$ cat src/rtl/shift_register_pkg.sv
// Shared constants and helpers for the framed shift register.
// Bit-order selectors and the frame-counter width rule live here.
package shift_register_pkg;

  localparam bit SHIFT_MSB_FIRST = 1'b1;
  localparam bit SHIFT_LSB_FIRST = 1'b0;

  // A one-bit counter is still needed for the smallest legal register.
  function automatic int cnt_width(input int width);
    cnt_width = (width <= 2) ? 1 : $clog2(width);
  endfunction

endpackage

$ cat src/rtl/frame_bit_counter.sv
// Counts bits accepted in the current frame and flags the frame-completing shift.
// Clear has priority over increment; reset is synchronous active-low.
module frame_bit_counter
  import shift_register_pkg::*;
#(
  parameter int WIDTH = 8,
  localparam int CW = cnt_width(WIDTH)
) (
  input  logic          clk,
  input  logic          rst_n,
  input  logic          clr,
  input  logic          inc,
  output logic [CW-1:0] cnt,
  output logic          wrap
);

  localparam logic [CW-1:0] LAST_CNT = CW'(WIDTH - 1);
  localparam logic [CW-1:0] ONE_CNT  = CW'(1);

  logic [CW-1:0] cnt_r;
  logic [CW-1:0] cnt_nxt_s;
  logic          wrap_s;

  // Next count: explicit wrap so non-power-of-two widths also stay in range.
  always_comb begin
    cnt_nxt_s = cnt_r;
    wrap_s    = 1'b0;
    if (clr) begin
      cnt_nxt_s = {CW{1'b0}};
    end else if (inc) begin
      if (cnt_r == LAST_CNT) begin
        cnt_nxt_s = {CW{1'b0}};
        wrap_s    = 1'b1;
      end else begin
        cnt_nxt_s = cnt_r + ONE_CNT;
      end
    end else begin
      cnt_nxt_s = cnt_r;
    end
  end

  // Count register.
  always_ff @(posedge clk) begin
    if (!rst_n) begin
      cnt_r <= {CW{1'b0}};
    end else begin
      cnt_r <= cnt_nxt_s;
    end
  end

  assign cnt  = cnt_r;
  assign wrap = wrap_s;

endmodule

$ cat src/rtl/shift_register_framed.sv
// Serial-in shift register with parallel load and WIDTH-bit frame capture.
// PQ latches the post-shift word on each completed frame; PV pulses the cycle after.
module shift_register_framed
  import shift_register_pkg::*;
#(
  parameter int               WIDTH     = 8,
  parameter bit               MSB_FIRST = SHIFT_MSB_FIRST,
  parameter logic [WIDTH-1:0] INIT      = {WIDTH{1'b0}}
) (
  input  logic                        C,
  input  logic                        R_N,
  input  logic                        CE,
  input  logic                        SI,
  input  logic                        LOAD,
  input  logic [WIDTH-1:0]            PI,
  output logic                        SO,
  output logic [WIDTH-1:0]            PO,
  output logic [WIDTH-1:0]            PQ,
  output logic                        PV,
  output logic [cnt_width(WIDTH)-1:0] CNT
);

  logic [WIDTH-1:0] po_r;
  logic [WIDTH-1:0] pq_r;
  logic             pv_r;
  logic [WIDTH-1:0] shift_s;
  logic             shift_en_s;
  logic             wrap_s;

  assign shift_en_s = CE & ~LOAD;

  frame_bit_counter #(
    .WIDTH (WIDTH)
  ) u_cnt (
    .clk   (C),
    .rst_n (R_N),
    .clr   (LOAD),
    .inc   (shift_en_s),
    .cnt   (CNT),
    .wrap  (wrap_s)
  );

  // Shifted image of the register for the configured bit order.
  always_comb begin
    shift_s = po_r;
    if (MSB_FIRST) begin
      shift_s = {po_r[WIDTH-2:0], SI};
    end else begin
      shift_s = {SI, po_r[WIDTH-1:1]};
    end
  end

  // Data path: reset, then load, then shift, then hold; PV is a one-cycle echo of wrap.
  always_ff @(posedge C) begin
    if (!R_N) begin
      po_r <= INIT;
      pq_r <= {WIDTH{1'b0}};
      pv_r <= 1'b0;
    end else if (LOAD) begin
      po_r <= PI;
      pv_r <= 1'b0;
    end else if (CE) begin
      po_r <= shift_s;
      pv_r <= wrap_s;
      if (wrap_s) begin
        pq_r <= shift_s;
      end else begin
        pq_r <= pq_r;
      end
    end else begin
      pv_r <= 1'b0;
    end
  end

  assign SO = MSB_FIRST ? po_r[WIDTH-1] : po_r[0];
  assign PO = po_r;
  assign PQ = pq_r;
  assign PV = pv_r;

endmodule

$ cat config.mk
export PLATFORM = sky130hd
export DESIGN_NAME = shift_register_framed
export DESIGN_NICKNAME = d
export VERILOG_FILES = /design/src/rtl/shift_register_pkg.sv /design/src/rtl/frame_bit_counter.sv /design/src/rtl/shift_register_framed.sv
export SDC_FILE = /design/constraint.sdc
export NUM_CORES = 1
export LEC_CHECK = 0
export BUFFER_PORTS_ARGS = -buffer_cell sky130_fd_sc_hd__buf_2
export CORE_AREA = 2 2 57 46
export DETAILED_ROUTE_END_ITERATION = 16
export DIE_AREA = 0 0 59 48
export PLACE_DENSITY = 0.79
export SLEW_MARGIN = 20
export SYNTH_ARGS = -nofsm -noshare
export SYNTH_HDL_FRONTEND = slang
export SYNTH_SLANG_ARGS = --single-unit
$ cat constraint.sdc
create_clock -name C -period 1.2 [get_ports C]
set_input_delay 0.06 -clock C [delete_from_list [all_inputs] [get_ports C]]
set_output_delay 0.06 -clock C [all_outputs]
set_load 0.02 [all_outputs]
==> results_dict.tcl <==
set metrics [dict create \
    grtUsageMet3_pct 4.32 \
    clock-sinks 20 \
    synthDistinctLibCells 15 \
    fillers 210 \
    finalNetCount 139 \
    setup_slack_ns -0.0632 \
    postSynthNetCount 103 \
    cts.htree.levels 1 \
    worstSetupPathType "flop to flop" \
    power_density_nw_per_um2 1100 \
    vias 731 \
    p_int_w 0.000956 \
    rsz0062_at_grt "true" \
    rows 15 \
    postCtsHoldBufs 0 \
    cts_buffer_depth 2 \
    swShare_pct 25.0 \
    routedWlPerCell_um 12.3 \
    drtIter0Drc 37 \
    maxCapViolations 0 \
    synthCells 88 \
    critPathArrivalTime_ns 1.50 \
    first_pass_iters 4 \
    ant_nets 0 \
    switching_power_w 0.000320 \
    path_max_fanout 8 \
    antenna_found_initial 0 \
    yosys_register_bits 20 \
    drc_errors 0 \
    skew_ns 0.00258 \
    grt_pass1_wl_um 3100 \
    slew_viol_final 0 \
    slowest_delay_ns 0.38 \
    grt_overflow_total 0 \
    fin_crit_sh_pct 105 \
    area_growth_syn_to_layout_pct 29.2 \
    final_cell_mix "33 x buf_2, 18 x dfxtp_1, 17 x nand2_1" \
    seqPwrFrac_pct 55.2 \
    antenna_cells 0 \
    crit_required_ns 1.43 \
    clockPowerShare_pct 30.5 \
    cp-end-kind "flop" \
    io_buffer_count 33 \
    dp_hpwl_um 1410 \
    ios 34 \
    slew_headroom_pct 77.4 \
    cpMostUsedCell "ha_4" \
    leakage_nw 0.591 \
    wirelength_um 1820 \
    cts-root-buf "clkbuf_4" \
    cp-start-kind "flop" \
    yosysWarnings 0 \
    worst_pin_slew_ns 0.339 \
    failed_checks "setup timing" \
    die_area_um2 2830 \
    status "finished, violations left" \
    grt_pass1_vias 704 \
    final_common_cell "buf_2" \
    setup_viol_count_final 9 \
    yosys-top-cells-area "dfxtp_1 44%, mux2i_1 11%, mux2_2 10%, o211a_1 8.9%, nand2_1 7.1%" \
    r2r_slack_ns -0.06 \
    core_area_um2 2210 \
    avgSynthCellArea_um2 10.2 \
    cts_tree "done" \
    synth_top_area_share_pct 44.4 \
    routed_via_density 4.94 \
    cp_slowest_cell "dfxtp_4" \
    die_height_um 48 \
    p_total_w 0.00128 \
    path_cells "ha_4, ha_4, and3b_2, mux2i_1" \
    gr-usage-met2_pct 24.2 \
    gp_congestion 0.703 \
    hold_ws_ns 0.0113 \
    power_frac_comb_pct 14.4 \
    hp-class "primary input to flop" \
    fin_setup_tns_ns -0.355 \
    synth_top_area_cell "dfxtp_1" \
    clock_latency_ns 0.30 \
    grtUsageMet1_pct 19.5 \
    yosysSeqAreaShare_pct 44.4 \
    max_freq_ghz 0.792 \
    hold_viol 0 \
    gr-max-usage-layer "met2" \
    start_util_pct 40.7 \
    drive_gt1_share_pct 45.5 \
    numCtsBuffers 3 \
    final.min_clock_period_ns 1.26 \
    synthesis.area_um2 901 \
    grt_usage_pct 15.4 \
    peakVddDrop_mv 0.509 \
    clk_pin_slew_ns 0.11 \
    grt_max_degree 22 \
    dieWidth_um 59 \
]
==> layer usage <==
| metal | routed length [um] | share of wire, % | vias up |
|---|---|---|---|
| met5 | 0 | 0 | - |
| met4 | 40 | 2.2 | 0 |
| met3 | 99 | 5.4 | 4 |
| met2 | 807 | 44 | 23 |
| met1 | 870 | 48 | 333 |
| li1 | - | - | 371 |
==> power by group through the flow <==
stage               clock [W]  sequential, W  combinational (W)
floorplan                   0       0.000742          0.0000966
global placement            0       0.000717           0.000179
detailed placement          0       0.000719           0.000183
CTS                  0.000403       0.000704           0.000186
global route         0.000421       0.000708           0.000201
finish               0.000389       0.000704           0.000183
==> timing repair <==
action,CTS,global route
setup buffers,1,0
endpoints found under the setup margin,9,9
gates resized for setup,1,0
pin swaps,0,1
==> per-stage QoR <==
stage | setup WS [ns] | instances | cell area (um2) | utilization (%)
detailed placement | -0.204 | 143 | 1120 | 50.5
CTS | -0.0754 | 148 | 1160 | 52.5
floorplan | 0.00268 | 88 | 940 | -
finish | -0.0632 | 148 | 1160 | 52.5
global route | -0.124 | 148 | 1160 | 52.5
global placement | -0.116 | 143 | 1120 | 50.5
==> kinds of logic (layout without fill, tap and decap cells) <==
logic type               Yosys count  in the layout  synth area share [%]
AO/OA/AOI/OAI                      9              9                  9.86
adder cells (fa/ha/maj)            2              2                  2.78
buffers and inverters              7             42                  4.58
flip-flops                        20             20                  44.4
multiplexers                      18             18                  21.1
AND/OR/NAND/NOR                   32             32                  17.2
==> worst max-delay path, delay by kind of cell (launching register included) <==
family                   cells  cell delay (ns)
multiplexers                 1             0.23
flip-flops                   1             0.38
AND/OR/NAND/NOR              1             0.34
adder cells (fa/ha/maj)      2             0.25
==> cell type report <==
class | count | area (um2) | share of cell area [%]
multi-input combinational | 61 | 485 | 41.7
clock buffer | 4 | 36.3 | 3.12
tap | 25 | 31.3 | 2.69
timing repair buffer | 38 | 203 | 17.4
sequential | 20 | 408 | 35.1
==> final timing paths <==
path                              startpoint    end  depth (start not counted)
worst max-delay path            u_cnt.cnt[1]  PQ[4]                          4
worst min-delay path                      SI  PQ[0]                          3
worst max register to register  u_cnt.cnt[1]  PQ[4]                          4
worst min register to register         PQ[7]  PQ[7]                          2
==> Yosys cell counts, drive strengths merged <==
library cell	count
a21oi	1
and3b	1
buf	5
clkbuf	2
dfxtp	20
ha	2
mux2	8
mux2i	10
nand2	17
nand2b	10
nor2	3
o211a	8
or3b	1
==> flip-flops by register name (all words and copies together) (netlist names) <==
register	count
PQ	8
PO	8
u_cnt.cnt	3
PV	1
Note: power is estimated with default switching activity, not from simulation.
